===== src/rtl/tsen_ctrl.sv =====
// TL-UL device-side controller for an on-die temperature sensor: small register
// file, one-shot/periodic conversion sequencer with timeout, and a level interrupt.

package tlul_pkg;

  typedef struct packed {
    logic        a_valid;
    logic [2:0]  a_opcode;
    logic [2:0]  a_param;
    logic [1:0]  a_size;
    logic [7:0]  a_source;
    logic [31:0] a_address;
    logic [3:0]  a_mask;
    logic [31:0] a_data;
    logic        d_ready;
  } tl_h2d_t;

  typedef struct packed {
    logic        d_valid;
    logic [2:0]  d_opcode;
    logic [2:0]  d_param;
    logic [1:0]  d_size;
    logic [7:0]  d_source;
    logic        d_sink;
    logic [31:0] d_data;
    logic        d_error;
    logic        a_ready;
  } tl_d2h_t;

  localparam logic [2:0] PutFullData    = 3'd0;
  localparam logic [2:0] PutPartialData = 3'd1;
  localparam logic [2:0] Get            = 3'd4;
  localparam logic [2:0] AccessAck      = 3'd0;
  localparam logic [2:0] AccessAckData  = 3'd1;

endpackage

module tsen_ctrl
  import tlul_pkg::*;
#(
  parameter int DataWidth     = 12,
  parameter int TimeoutCycles = 1024
) (
  input  logic                 clk_i,
  input  logic                 rst_ni,
  input  tl_h2d_t              tl_i,
  output tl_d2h_t              tl_o,
  output logic                 tsen_start_o,
  input  logic                 tsen_done_i,
  input  logic [DataWidth-1:0] tsen_data_i,
  output logic                 intr_tsen_o
);

  localparam int TcW  = $clog2(TimeoutCycles + 1);
  localparam int CntW = (TcW > 16) ? TcW : 16;

  typedef enum logic [1:0] {
    ST_IDLE  = 2'd0,
    ST_START = 2'd1,
    ST_WAIT  = 2'd2,
    ST_GAP   = 2'd3
  } state_e;

  state_e                r_state, w_state_nxt;
  logic [CntW-1:0]       r_cnt, w_cnt_nxt;
  logic                  r_start_o, r_start_req, r_intr;
  logic                  r_en, r_valid, r_timeout;
  logic [15:0]           r_period;
  logic [DataWidth-1:0]  r_data, r_thresh;
  logic [1:0]            r_intr_state, r_intr_en;
  logic                  r_d_valid, r_d_error;
  logic [2:0]            r_d_opcode;
  logic [1:0]            r_d_size;
  logic [7:0]            r_d_source;
  logic [31:0]           r_d_data;

  logic        w_a_ready, w_accept, w_is_get, w_is_put, w_op_ok, w_addr_ok, w_err;
  logic        w_wr, w_rd, w_busy, w_capture, w_timeout_set;
  logic        w_wr_ctrl, w_wr_status, w_wr_thresh, w_wr_istate, w_wr_ien, w_rd_data;
  logic        w_valid_nxt, w_timeout_nxt;
  logic [1:0]  w_intr_set, w_intr_clr, w_intr_state_nxt, w_intr_en_nxt;
  logic [5:0]  w_addr;
  logic [31:0] w_rdata;
  logic        w_unused;

  // Request decode: anything outside full-word Get/Put to a mapped offset is an error
  assign w_addr    = tl_i.a_address[5:0];
  assign w_a_ready = !r_d_valid || tl_i.d_ready;
  assign w_accept  = tl_i.a_valid && w_a_ready;
  assign w_is_get  = (tl_i.a_opcode == Get);
  assign w_is_put  = (tl_i.a_opcode == PutFullData) || (tl_i.a_opcode == PutPartialData);
  assign w_op_ok   = (w_is_get || w_is_put) && (tl_i.a_size == 2'd2) && (tl_i.a_mask == 4'hF);
  assign w_addr_ok = (w_addr < 6'h18) && (w_addr[1:0] == 2'b00);
  assign w_err     = !(w_op_ok && w_addr_ok);
  assign w_wr      = w_accept && !w_err && w_is_put;
  assign w_rd      = w_accept && !w_err && w_is_get;
  assign w_unused  = ^tl_i;

  assign w_wr_ctrl   = w_wr && (w_addr == 6'h00);
  assign w_wr_status = w_wr && (w_addr == 6'h04);
  assign w_wr_thresh = w_wr && (w_addr == 6'h0C);
  assign w_wr_istate = w_wr && (w_addr == 6'h10);
  assign w_wr_ien    = w_wr && (w_addr == 6'h14);
  assign w_rd_data   = w_rd && (w_addr == 6'h08);
  assign w_busy      = (r_state == ST_START) || (r_state == ST_WAIT);

  // Read mux over pre-edge register values
  always_comb begin
    w_rdata = 32'd0;
    case (w_addr)
      6'h00:   w_rdata = {r_period, 14'd0, 1'b0, r_en};
      6'h04:   w_rdata = {29'd0, r_timeout, r_valid, w_busy};
      6'h08:   w_rdata = 32'(r_data);
      6'h0C:   w_rdata = 32'(r_thresh);
      6'h10:   w_rdata = {30'd0, r_intr_state};
      6'h14:   w_rdata = {30'd0, r_intr_en};
      default: w_rdata = 32'd0;
    endcase
  end

  // Conversion sequencer next state; r_cnt times WAIT upward and GAP downward
  always_comb begin
    w_state_nxt   = r_state;
    w_cnt_nxt     = r_cnt;
    w_capture     = 1'b0;
    w_timeout_set = 1'b0;
    case (r_state)
      ST_IDLE: begin
        if (r_start_req || r_en) begin
          w_state_nxt = ST_START;
        end else begin
          w_state_nxt = ST_IDLE;
        end
      end
      ST_START: begin
        w_state_nxt = ST_WAIT;
        w_cnt_nxt   = {CntW{1'b0}};
      end
      ST_WAIT: begin
        if (tsen_done_i) begin
          w_capture   = 1'b1;
          w_state_nxt = r_en ? ST_GAP : ST_IDLE;
          w_cnt_nxt   = CntW'(r_period);
        end else if (r_cnt == CntW'(TimeoutCycles - 1)) begin
          w_timeout_set = 1'b1;
          w_state_nxt   = ST_IDLE;
        end else begin
          w_cnt_nxt = r_cnt + CntW'(1);
        end
      end
      ST_GAP: begin
        if (r_start_req) begin
          w_state_nxt = ST_START;
        end else if (!r_en) begin
          w_state_nxt = ST_IDLE;
        end else if (r_cnt == {CntW{1'b0}}) begin
          w_state_nxt = ST_START;
        end else begin
          w_cnt_nxt = r_cnt - CntW'(1);
        end
      end
      default: w_state_nxt = ST_IDLE;
    endcase
  end

  // Status/interrupt next values: hardware set beats a same-cycle software clear
  always_comb begin
    w_intr_set       = {w_capture && (tsen_data_i > r_thresh), w_capture};
    w_intr_clr       = w_wr_istate ? tl_i.a_data[1:0] : 2'b00;
    w_intr_state_nxt = (r_intr_state & ~w_intr_clr) | w_intr_set;
    w_intr_en_nxt    = w_wr_ien ? tl_i.a_data[1:0] : r_intr_en;
    w_valid_nxt      = w_capture ? 1'b1 : (w_rd_data ? 1'b0 : r_valid);
    w_timeout_nxt    = w_timeout_set ? 1'b1
                     : ((w_wr_status && tl_i.a_data[2]) ? 1'b0 : r_timeout);
  end

  // Sequencer state and registered start pulse
  always_ff @(posedge clk_i or negedge rst_ni) begin
    if (!rst_ni) begin
      r_state   <= ST_IDLE;
      r_cnt     <= {CntW{1'b0}};
      r_start_o <= 1'b0;
    end else begin
      r_state   <= w_state_nxt;
      r_cnt     <= w_cnt_nxt;
      r_start_o <= (w_state_nxt == ST_START);
    end
  end

  // Register file
  always_ff @(posedge clk_i or negedge rst_ni) begin
    if (!rst_ni) begin
      r_en         <= 1'b0;
      r_period     <= 16'd0;
      r_thresh     <= {DataWidth{1'b1}};
      r_data       <= {DataWidth{1'b0}};
      r_valid      <= 1'b0;
      r_timeout    <= 1'b0;
      r_intr_state <= 2'b00;
      r_intr_en    <= 2'b00;
      r_intr       <= 1'b0;
      r_start_req  <= 1'b0;
    end else begin
      if (w_wr_ctrl) begin
        r_en     <= tl_i.a_data[0];
        r_period <= tl_i.a_data[31:16];
      end
      if (w_wr_thresh) begin
        r_thresh <= tl_i.a_data[DataWidth-1:0];
      end
      if (w_capture) begin
        r_data <= tsen_data_i;
      end
      r_valid      <= w_valid_nxt;
      r_timeout    <= w_timeout_nxt;
      r_intr_state <= w_intr_state_nxt;
      r_intr_en    <= w_intr_en_nxt;
      r_intr       <= |(w_intr_state_nxt & w_intr_en_nxt);
      r_start_req  <= w_wr_ctrl && tl_i.a_data[1] && !w_busy;
    end
  end

  // Response channel: loaded on acceptance, held until the host takes it
  always_ff @(posedge clk_i or negedge rst_ni) begin
    if (!rst_ni) begin
      r_d_valid  <= 1'b0;
      r_d_error  <= 1'b0;
      r_d_opcode <= AccessAck;
      r_d_size   <= 2'd0;
      r_d_source <= 8'd0;
      r_d_data   <= 32'd0;
    end else if (w_accept) begin
      r_d_valid  <= 1'b1;
      r_d_error  <= w_err;
      r_d_opcode <= w_is_get ? AccessAckData : AccessAck;
      r_d_size   <= tl_i.a_size;
      r_d_source <= tl_i.a_source;
      r_d_data   <= w_rd ? w_rdata : 32'd0;
    end else if (tl_i.d_ready) begin
      r_d_valid <= 1'b0;
    end
  end

  always_comb begin
    tl_o          = '0;
    tl_o.d_valid  = r_d_valid;
    tl_o.d_opcode = r_d_opcode;
    tl_o.d_param  = 3'd0;
    tl_o.d_size   = r_d_size;
    tl_o.d_source = r_d_source;
    tl_o.d_sink   = 1'b0;
    tl_o.d_data   = r_d_data;
    tl_o.d_error  = r_d_error;
    tl_o.a_ready  = w_a_ready;
  end

  assign tsen_start_o = r_start_o;
  assign intr_tsen_o  = r_intr;

endmodule


===== config.mk =====
export PLATFORM = sky130hd
export DESIGN_NAME = tsen_ctrl
export DESIGN_NICKNAME = d
export VERILOG_FILES = /design/src/rtl/tsen_ctrl.sv
export SDC_FILE = /design/constraint.sdc
export NUM_CORES = 1
export LEC_CHECK = 0
export BUFFER_PORTS_ARGS = -buffer_cell sky130_fd_sc_hd__buf_2
export CELL_PAD_IN_SITES_DETAIL_PLACEMENT = 1
export CELL_PAD_IN_SITES_GLOBAL_PLACEMENT = 1
export CORE_MARGIN = 1
export CORE_UTILIZATION = 40
export CTS_CLUSTER_DIAMETER = 120
export DETAILED_ROUTE_END_ITERATION = 12
export PLACE_DENSITY_LB_ADDON = 0.05
export SKIP_LAST_GASP = 1
export SYNTH_ARGS = -nofsm -noshare
export SYNTH_HDL_FRONTEND = slang
export SYNTH_SLANG_ARGS = --single-unit

===== constraint.sdc =====
create_clock -name clk_i -period 3 [get_ports clk_i]
set_input_delay 0 -clock clk_i [delete_from_list [all_inputs] [get_ports clk_i]]
set_output_delay 0 -clock clk_i [all_outputs]
set_load 0.005 [all_outputs]

After elaboration in Yosys (flattened, before gate mapping) --
Cells that the tools add are included. Widths: inputs -> output; s select.
Storage, ports and cells: input port bits 101, output and inout port bits 54, word-level logic and storage cells 112, register bits after elaboration 115
Operators by class: reduce and logical (&&, ||, !) cells 37, add/subtract/negate cells 2, $lt $le $gt $ge 2, mux-type cells 30, equal/unequal tests 18, bitwise operators 4
Operators with widths (count):
- $pmux 32 s6 | 1
- $mux 16 | 5
- $pmux 16 s3 | 1
- $mux 32 | 1
- $logic_and 1x1->1 | 18
- $add 16x1->16 const B | 1
- $eq 16x10->1 const B | 1
- $logic_not 16->1 | 1
- $mux 2 | 8
- $sub 16x1->16 const B | 1
- $mux 1 | 13
- $eq 6x4->1 const B | 2
- $eq 6x5->1 const B | 2
- $gt 12x12->1 | 1
- $pmux 2 s4 | 1
- $eq 2x2->1 const B | 3
- $eq 6x3->1 const B | 1
- $logic_not 6->1 | 1
- $lt 6x5->1 const B | 1
- $ne 2x2->1 const B | 3
- $reduce_bool 2->1 | 3
- $logic_or 1x1->1 | 5
- $reduce_and 5->1 | 1
- $and 2x2->2 | 2
- 12 further kinds | 16

Longest topological paths before layout --
Gate-level depths: netlist (run 1).
word-level depth 15, mapped depth 10, depth with buffers taken out 8

Least setup slack after synthesis (run 1) --
No wires, ideal clock.
path type flip-flop to flip-flop, from register r_cnt[11], to register r_cnt[8], cell stages (with the launch flop) 10, slack 0.574 ns, arrival time 2.295 ns, path buffers 3, required time 2.869 ns, setup time 0.131 ns, path through dfrtp_1 -> buf_6 -> or4_4 -> or3_1 -> buf_2 -> o32ai_2 -> nor2_1 -> buf_2 -> nand3_1 -> nand4_1
Between the ends: word-level cells in the longest chain between the ends 3, elaborated cells between the ends (all ways) 5, classes of those cells eq/ne: 3; reduce/logical: 2
RTL lines:
- start: declaration | line 65 | logic [CntW-1:0] r_cnt, w_cnt_nxt;
- start signal: assignment | line 181 | r_cnt <= {CntW{1'b0}};
- start signal: assignment | line 185 | r_cnt <= w_cnt_nxt;
- $eq 16x10->1 or $logic_not 16->1 (tied branches) | line 144, 156
- $ne 3x3->1 (no line) or $ne 2x2->1 (tied branches)
- $reduce_and 5->1 (no line) (*)
Every way passes the cells marked *; elsewhere a longest branch is shown, timed or not. A chain may end at the register's enable or synchronous reset.

Worst setup path after layout (run 1) --
from register r_cnt[0], to register r_cnt[7]
Between the ends: word-level cells in the longest chain between the ends 5, elaborated cells between the ends (all ways) 13, classes of those cells add/sub: 2; eq/ne: 3; mux: 6; reduce/logical: 2
RTL lines:
- $sub 16x1->16 | line 159 | w_cnt_nxt = r_cnt - CntW'(1);
- $mux 16 | line 156 | end else if (r_cnt == {CntW{1'b0}}) begin
- $mux 16 | line 154 | end else if (!r_en) begin
- $mux 16 | line 152 | if (r_start_req) begin
- $pmux 16 s3 | line 127 | case (r_state)
Several ways; a longest one is shown, not always the timed one. The select of a mux whose other input is x is not followed.

==> qor.yml, run 1 <==
timing:
  tightest_slew_ps: 1230
  finClkSkew_ps: 6.11
  fin_tns_setup_ps: 0
  fin_crit_ps: 2840
  setup_violations: 0
  drv_slew: 0
  rsz0062_at_grt: "no"
  period_share_pct: 94.8
  holdWs_ps: 92.5
  finalHoldViolations: 0
  fmax_mhz: 352
  layout_setup_ws_ps: 156
  slew_headroom_pct: 17.5
finish:
  postLayoutCellArea_mm2: 0.00741
  drive_gt1_share_pct: 29.2
  synthToLayoutAreaGrowth_pct: 29.1
  layout_commonest_cell: "buf_2"
  mostFrequentLayoutCells: "110 x buf_2, 97 x dfrtp_1, 74 x nand2_1"
  final_nets: 859
min_path:
  hold_class: "in2reg"
  hp-start: "tl_i[39]"
die:
  fp.dieH_um: 122
  rows: 43
  core_region_area_mm2: 0.0139
  io_pins: 155
  die_x_um: 122
  die-area_mm2: 0.0148
  initial_utilization_pct: 41.2
power_and_ir_drop:
  ir_drop_v: 0.000295
  power.leakage_uw: 0.00357
  powerDensity_mw_per_mm2: 416
  p_total_uw: 3080
clock_network:
  clockBufferDepth: 2
  cts.sinks: 109
  post_cts.repair.setup_buffers: 0
  h-tree-depth: 3
  cts.clk_slew.worst_paths_ps: 70
  root_buffer: "clkbuf_16"
  clk_latency_ps: 360
  cts_tree: "done"
  cts_made_buffers: 9
logic_synthesis:
  ys_warn_count: 0
  synth_cells: 569
  synth_async_sr_flop_share_pct: 100
  synth_edf_count: 0
  ys_ff_latch: 109
  synth_cell_types: 66
  synth_area_mm2: 0.00574
  seq_area_frac_synth_pct: 47.8
  synthFlopType: "dfrtp_1"
  syn-mean-instance-area_um2: 10.1
place:
  numPortBuffers: 111
  gp_congestion: 0.814
  dp_slack_ps: 224
  placed_cell_area_mm2: 0.00653
  dp_hpwl_mm: 11.9
global_route:
  grt_pass1_wl_mm: 27.9
  grt_max_degree: 43
  grtUsageTotal_pct: 24.7
  antenna_found_initial: 1
  grt_pass1_vias: 5346
  grt_overflow: 0
critical_path:
  critPathLaunch: "r_cnt[0]"
  crit_path_start_kind: "flip-flop"
  r2r-start: "r_cnt[0]"
  end_kind: "flip-flop"
  arrival_ps: 3090
  worst-setup-path-type: "reg2reg"
  cp.required_ps: 3250
  worstPathMaxFanout: 16
status:
  run_status: "finished clean"
drt:
  first_pass_iters: 5
  wl_mm: 17.0
  drt-initial-drc-count: 218
  vias: 5019
  wire_per_inst_um: 18.4
  drc: 0
  drt-vias-per-instance: 5.41
  ant_nets: 0
flow_run:
  drv_cap: 0
stage by stage:
stage | cells | util [%]
6_report | 927 | 53.2
5_1_grt | 927 | 53.2
4_1_cts | 926 | 53.2
3_5_place_dp | 853 | 46.9
3_3_place_gp | 853 | 46.9
2_1_floorplan | 578 | -
path summary, 6_finish.rpt:
kind	to	slack [ps]	depth (start not counted)
worst max-delay path	r_cnt[7]	160	7
worst min-delay path	r_timeout	90	3
worst max register to register	r_cnt[7]	160	7
worst min register to register	r_data[5]	480	2
max in group asynchronous	r_thresh[4]	1890	3
min in group asynchronous	r_d_data[21]	170	2
where the power goes:
part | switching [uW] | internal [uW] | leakage (uW)
logic | 153 | 151 | 0.00202
registers | 22.2 | 1500 | 0.00140
clock network | 557 | 697 | 0.000150
critical path: stages, from the launching register on:
cell     delay (ps)
dfrtp_1         450
ha_1            280
and4_1          300
nand4_1         200
o32ai_2         120
nor2_1          960
a21oi_1         140
o221a_2         290
layer usage:
| layer | track usage, % | up-vias | wire length (um) |
|---|---|---|---|
| li1 | - | 2364 | - |
| met1 | 29.8 | 2516 | 7340 |
| met2 | 42.5 | 107 | 8550 |
| met3 | 4.59 | 32 | 579 |
| met4 | 11.1 | 0 | 573 |
| met5 | 0 | - | 0 |
logic make-up after synthesis:
group                    after synthesis  share of synthesized area (%)
flip-flops                           109                           47.8
AO/OA/AOI/OAI                        122                           15.0
adder cells (fa/ha/maj)               17                           3.71
XOR/XNOR                               9                           1.37
other                                  1                         0.0653
AND/OR/NAND/NOR                      194                           17.2
multiplexers                          46                           8.96
buffers and inverters                 71                           5.93
synthesized netlist by cell type (all sizes together) (5+ instances only):
master | instances | area (um^2)
dfrtp | 97 | 2430
nand2 | 74 | 278
mux2 | 43 | 484
buf | 27 | 175
o21ai | 26 | 130
inv | 25 | 93.8
a21oi | 24 | 120
nor2 | 24 | 90.1
a22o | 18 | 158
clkbuf | 18 | 67.6
ha | 17 | 213
nand3 | 17 | 85.1
nor3 | 13 | 75.1
and2 | 12 | 75.1
dfstp | 12 | 315
nand4 | 12 | 75.1
a221o | 10 | 100
nand2b | 9 | 56.3
o211ai | 7 | 57.6
and3 | 6 | 37.5
nor4 | 6 | 50.0
o31ai | 6 | 45.0
a22oi | 5 | 37.5
xnor2 | 5 | 43.8
registers in the layout, indices dropped and copies added (netlist names), 2 cells and up:
name	cells
r_d_size	2
r_period	16
r_cnt	16
r_d_data	28
r_d_source	8
r_intr_state	2
r_thresh	12
r_state	2
r_data	12
r_intr_en	2
what timing repair did:
| action | CTS | global route |
|---|---|---|
| gates resized for setup | 0 | 0 |
| hold buffers | 57 | 0 |
| endpoints found under the hold margin | 99 | 0 |
cell type report:
class / instances / area (um^2)
timing repair buffer: 197 / 1350
clock inverter: 3 / 43.8
multi-input combinational: 398 / 2690
inverter: 26 / 97.6
clock buffer: 13 / 260
tap: 180 / 225
antenna: 1 / 2.50
fill: 1582 / 6530
sequential: 109 / 2740
Power figures use the tool's default switching activity.
==> run 2, diff against run 1 <==
REMOVE_ABC_BUFFERS = 1   (was default)
==> qor.yml, run 2 (synthesis results as in run 1) <==
clock_network:
  clockBufferDepth: 2  # unchanged
  cts_made_buffers: 9  # unchanged
  hold_buffers: 57  # unchanged
  root_buffer: "clkbuf_16"
  h-tree-depth: 3  # unchanged
  cts_tree: "done"
  cts.clk_slew.worst_paths_ps: 70  # about the same
  clk_latency_ps: 350  # about the same
  post_cts_resized: 0  # unchanged
  cts.sinks: 109  # unchanged
  post_cts.repair.setup_buffers: 0  # unchanged
flow_run:
  drv_cap: 0  # unchanged
min_path:
  hold_path_end: "r_timeout"
  hold_class: "in2reg"
  hp-start: "tl_i[39]"
  hold_path_depth: 3  # unchanged
timing:
  rsz0062_at_grt: "no"
  setup_violations: 0  # unchanged
  period_share_pct: 89.1  # -5.7 points
  finalHoldViolations: 0  # unchanged
  fin_crit_ps: 2670  # -170 ps
  holdWs_ps: 94.8  # +2.26 ps
  slew_headroom_pct: 53.3  # +36 points
  drv_slew: 0  # unchanged
  tightest_slew_ps: 700  # -533 ps
  layout_setup_ws_ps: 327  # +170 ps
  fmax_mhz: 374  # +6.4%
  finClkSkew_ps: 5.47  # -0.646 ps
  fin_tns_setup_ps: 0  # unchanged
critical_path:
  r2r-start: "r_cnt[12]"
  worst-setup-path-type: "reg2reg"
  crit_chain: "or4_4 -> or3_1 -> o32ai_2 -> nor2_1 -> buf_4 -> a31oi_1 -> o211ai_1"
  reg2regPathDepth: 7  # unchanged
  worstPathMaxFanout: 11  # -5
  crit_slowest_cell: "or4_4"
  crit_path_start_kind: "flip-flop"
  arrival_ps: 2900  # -190 ps
  r2r_end: "r_cnt[2]"
  r2r_slack_ps: 330  # +170 ps
  end_kind: "flip-flop"
  max_stage_delay_ps: 520  # -440 ps
  cp.required_ps: 3230  # -20 ps
die:
  rows: 43  # unchanged
  die-area_mm2: 0.0148  # unchanged
  core_region_area_mm2: 0.0139  # unchanged
  initial_utilization_pct: 41.2  # unchanged
  die_x_um: 122  # unchanged
  io_pins: 155  # unchanged
  fp.dieH_um: 122  # unchanged
global_route:
  antenna_found_initial: 0  # -1
  grt_overflow: 0  # unchanged
  grt_max_degree: 55  # +28%
  grt_pass1_vias: 5385  # +0.73%
  grtUsageTotal_pct: 23.6  # -1.0 points
  grt_pass1_wl_mm: 26.8  # -3.9%
place:
  placed_cell_area_mm2: 0.00653  # unchanged
  dp_slack_ps: 326  # +102 ps
  numPortBuffers: 111  # unchanged
  gp_congestion: 0.803  # -1.4%
  dp_hpwl_mm: 11.5  # -3.6%
finish:
  multiInputGateArea_mm2: 0.00269  # unchanged
  utilization_pct: 53.0  # -0.20 points
  drive_gt1_share_pct: 29.2  # unchanged
  largest_register_ffs: 28  # unchanged
  mostFrequentLayoutCells: "110 x buf_2, 97 x dfrtp_1, 74 x nand2_1"
  final_nets: 859  # unchanged
  n_fill_cell: 1570  # -0.76%
  synthToLayoutAreaGrowth_pct: 28.6
  postLayoutCellArea_mm2: 0.00738  # -0.37%
  layout_commonest_cell: "buf_2"
  reg.largest.list: "r_d_data x28, r_cnt x16, r_period x16"
  antenna_cells: 0  # -1
  regArea_mm2: 0.00274  # unchanged
  regMostFlops: "r_d_data"
drt:
  wl_mm: 16.5  # -3.5%
  drc: 0  # unchanged
  drt-vias-per-instance: 5.42  # +0.13%
  ant_nets: 0  # unchanged
  wire_per_inst_um: 17.8  # -3.4%
  vias: 5020  # +0.020%
  drt-initial-drc-count: 209  # -4.1%
  first_pass_iters: 4  # -1
power_and_ir_drop:
  power.leakage_uw: 0.00356  # -0.23%
  ir_drop_v: 0.000276  # -6.6%
  switching_share_pct: 23.9  # +0.098 points
  powerDensity_mw_per_mm2: 402  # -3.2%
  p_seq_share_pct: 51.2  # +1.8 points
  internal_power_uw: 2260  # -3.7%
  combPwrFrac_pct: 10.1  # +0.2 points
  power.switching_uw: 710  # -3.2%
  pwr-share-clk_pct: 38.7  # -2.0 points
status:
  run_status: "finished clean"
## run 2: cell count changes in the layout (fill, tap and decap cells not counted), sizes merged
cell    before  now
bufinv       1    0
diode        1    0
clkinv       2    3
## run 2: layout make-up
cell class / count / share of cell area (%)
Multi-Input combinational cell: 398 / 36.5
Tap cell: 180 / 3.05
Sequential cell: 109 / 37.2
Inverter: 26 / 1.32
Timing Repair Buffer: 197 / 18.2
Clock buffer: 13 / 3.53
Clock inverter: 3 / 0.254
## run 2: how the worst max path moves through the flow
stage                     slack, ps     endpoint      start  cells past startpoint
after detailed placement        330     r_cnt[2]  r_cnt[12]                      7
final                           330     r_cnt[2]  r_cnt[12]                      7
after floorplan                 240  intr_tsen_o  r_d_valid                      6
after global routing            180     r_cnt[2]  r_cnt[12]                      7
after global placement          340     r_cnt[2]  r_cnt[12]                      7
after CTS                       310     r_cnt[2]  r_cnt[12]                      7
## run 2: worst max-delay path: cells and delay by family, from the launching register on
kind	cells	cell delay [ps]
AOI/OAI and AO/OA	3	700
buffers and inverters	1	230
DFF	1	460
and+or+nand+nor	3	1150
## run 2: power groups by stage
stage	Sequential, uW	Combinational, uW	Clock [uW]
6_report	1520	299	1150
5_1_grt	1520	334	1240
2_1_floorplan	1550	92.2	0
3_5_place_dp	1550	245	0
4_1_cts	1520	302	1190
3_3_place_gp	1550	237	0
## run 2: through the flow
step	total power, uW	std cells
3_3_place_gp	1780	853
6_report	2970	926
4_1_cts	3020	926
5_1_grt	3100	926
2_1_floorplan	1640	533
3_5_place_dp	1790	853
## run 2: routing by layer
layer,global-route usage [%],wire length (um)
met1,27.4,6990
met2,44.0,8820
met3,5.38,516
met4,5.02,125
met5,0,0
==> run 3, diff against run 2 <==
ABC_AREA = 1   (was default)
CORE_UTILIZATION = 38   (was 40)
==> qor.yml, run 3 <==
timing:
  setup_violations: 0  # unchanged
  period_share_pct: 76.9  # -12 points
  fin_crit_ps: 2310  # -366 ps
  drv_slew: 0  # unchanged
  fmax_mhz: 433  # +16%
  finClkSkew_ps: 9.25  # +3.78 ps
  layout_setup_ws_ps: 693  # +366 ps
  fin_tns_setup_ps: 0  # unchanged
  tightest_slew_ps: 799  # +98.3 ps
  slew_headroom_pct: 46.8  # -6.6 points
  rsz0062_at_grt: "no"
  finalHoldViolations: 0  # unchanged
finish:
  largest_register_ffs: 28  # unchanged
  mostFrequentLayoutCells: "318 x nand2_1, 110 x buf_2, 97 x dfrtp_1"
  utilization_pct: 49.6  # -3.4 points
  layout_commonest_cell: "nand2_1"
  antenna_cells: 0  # unchanged
  regMostFlops: "r_d_data"
  postLayoutCellArea_mm2: 0.00765  # +3.6%
  reg.largest.list: "r_d_data x28, r_cnt x16, r_period x16"
  synthToLayoutAreaGrowth_pct: 25.4
  final_nets: 1089  # +27%
  drive_gt1_share_pct: 19.0  # -10 points
die:
  initial_utilization_pct: 39.5  # -1.7 points
  io_pins: 155  # unchanged
  core_region_area_mm2: 0.0154  # +11%
  die-area_mm2: 0.0166  # +12%
  rows: 45  # +4.7%
  fp.dieH_um: 129  # +5.7%
  die_x_um: 129  # +5.7%
global_route:
  grt_pass1_vias: 6314  # +17%
  grt_max_degree: 45  # -18%
  grt_pass1_wl_mm: 31.7  # +18%
  antenna_found_initial: 0  # unchanged
  grt_overflow: 0  # unchanged
  grtUsageTotal_pct: 24.8  # +1.2 points
place:
  numPortBuffers: 111  # unchanged
  dp_hpwl_mm: 13.5  # +18%
  placed_cell_area_mm2: 0.00680  # +4.1%
  gp_congestion: 0.863  # +7.5%
  dp_slack_ps: 684  # +358 ps
drt:
  wl_mm: 19.3  # +17%
  first_pass_iters: 4  # unchanged
  drt-vias-per-instance: 4.99  # -7.9%
  vias: 5924  # +18%
  dr_wl_met3_um: 503  # -2.5%
  drt-met1-wl_mm: 8.25  # +18%
  highest_layer: "met4"
  drt-initial-drc-count: 251  # +20%
  ant_nets: 0  # unchanged
  met2_length_mm: 10.2  # +16%
  wire_per_inst_um: 16.2  # -8.7%
  drc: 0  # unchanged
status:
  run_status: "finished clean"
clock_network:
  cts.sinks: 109  # unchanged
  h-tree-depth: 3  # unchanged
  clockBufferDepth: 2  # unchanged
  cts_made_buffers: 9  # unchanged
  post_cts.repair.setup_buffers: 0  # unchanged
  cts_tree: "done"
  clk_latency_ps: 360  # about the same
  root_buffer: "clkbuf_16"
  cts.clk_slew.worst_paths_ps: 70  # about the same
critical_path:
  end_kind: "flip-flop"
  r2r_slack_ps: 690  # +370 ps
  critical-path-top-delay-family: "simple AND/OR/NAND/NOR gates"
  r2r-start: "r_state[1]"
  critPathBufInv: 1  # unchanged
  worst-setup-path-type: "reg2reg"
  reg2regPathDepth: 7  # unchanged
  crit_path_start_kind: "flip-flop"
  crit_chain: "ha_1 -> or2_2 -> nand3_2 -> nor2_4 -> buf_4 -> nand2_1 -> o21ai_1"
  crit_slowest_cell: "ha_1"
  arrival_ps: 2590  # -310 ps
  max_stage_delay_ps: 690  # +170 ps
  r2r_end: "r_cnt[5]"
  cp.required_ps: 3290  # +60 ps
  worstPathMaxFanout: 18  # +7
logic_synthesis:
  seq_area_frac_synth_pct: 45.0  # -2.8 points
  synth_area_mm2: 0.00610  # +6.3%
  synthTopCellsByArea: "dfrtp_1 40%, nand2_1 20%, nand3_1 5.6%"
  synth_commonest_cells: "318 x nand2_1, 97 x dfrtp_1, 68 x nand3_1, 64 x inv_1, 51 x nor2_1"
  syn-mean-instance-area_um2: 7.50  # -26%
  yosysTopAreaCellShare_pct: 39.8  # -2.5 points
  ys_warn_count: 0  # unchanged
  yosys.area.top_type: "dfrtp_1"
  synth_edf_count: 0  # unchanged
  synthFlopType: "dfrtp_1"
  synth_async_sr_flop_share_pct: 100  # unchanged
  ys_ff_latch: 109  # unchanged
  synth_cell_types: 41  # -38%
  synth.most_common_cell: "nand2_1"
  synth_cells: 813  # +43%
power_and_ir_drop:
  ir_drop_v: 0.000354  # +28%
  powerDensity_mw_per_mm2: 512  # +27%
  power.leakage_uw: 0.00385  # +8.0%
min_path:
  hold_class: "in2reg"
  hp-start: "tl_i[37]"
  hold_path_depth: 5  # +2
  hold_path_end: "r_d_error"
flow_run:
  drv_cap: 0  # unchanged
==> run 3: cells by family (layout without fill, tap and decap cells) <==
logic type,after synthesis,count (layout),synth area share [%]
AO/OA/AOI/OAI,92,92,8.84
adder cells (fa/ha/maj),17,17,3.49
AND/OR/NAND/NOR,483,483,33.9
XOR/XNOR,3,3,0.431
other,1,10,0.0615
flip-flops,109,109,45.0
buffers and inverters,108,262,8.35
==> run 3: cell type report <==
class	count	area [um^2]
inverters	69	259
clock inverters	6	71.3
well taps	211	264
clock buffers	10	229
flip-flops and latches	109	2740
multi-input cells	605	2880
fillers	1991	7780
repair buffers	177	1200
==> run 3: repair_timing <==
| action | 4_1_cts | 5_1_grt |
|---|---|---|
| hold endpoints to repair | 94 | 0 |
| resized for setup | 0 | 0 |
| hold buffers | 55 | 0 |
==> run 3: stage by stage <==
step,power (uW),hold WS (ps),instances
floorplan,2300,-296,783
global placement,2570,41.4,1116
detailed placement,2620,51.1,1116
CTS,3940,49.4,1187
global route,4140,89.4,1187
finish,3910,56.4,1187
==> run 3: worst max path at each step <==
stage	start	to	slack, ps	cells past startpoint
final	r_state[1]	r_cnt[5]	690	7
after global routing	r_state[1]	r_cnt[5]	540	7
after CTS	r_state[1]	r_cnt[2]	690	7
after detailed placement	r_state[1]	r_cnt[2]	680	7
after global placement	r_state[0]	r_cnt[2]	740	7
after floorplan	r_d_valid	r_en	1030	8
==> run 3: where the power goes <==
group	switching (uW)	total (uW)	internal, uW
clock network	595	1250	659
registers	136	1760	1620
logic	561	901	339
total	1290	3910	2620
==> run 3: metal layers <==
metal | vias to the layer above | GRT usage (%)
li1 | 2889 | -
met1 | 2933 | 29.5
met2 | 83 | 46.3
met3 | 19 | 4.03
met4 | 0 | 6.30
met5 | - | 0
==> run 3: worst min-delay path: cells and delay by family <==
family	cells	cell delay, ps
simple gates	4	300
buf+inv	1	80
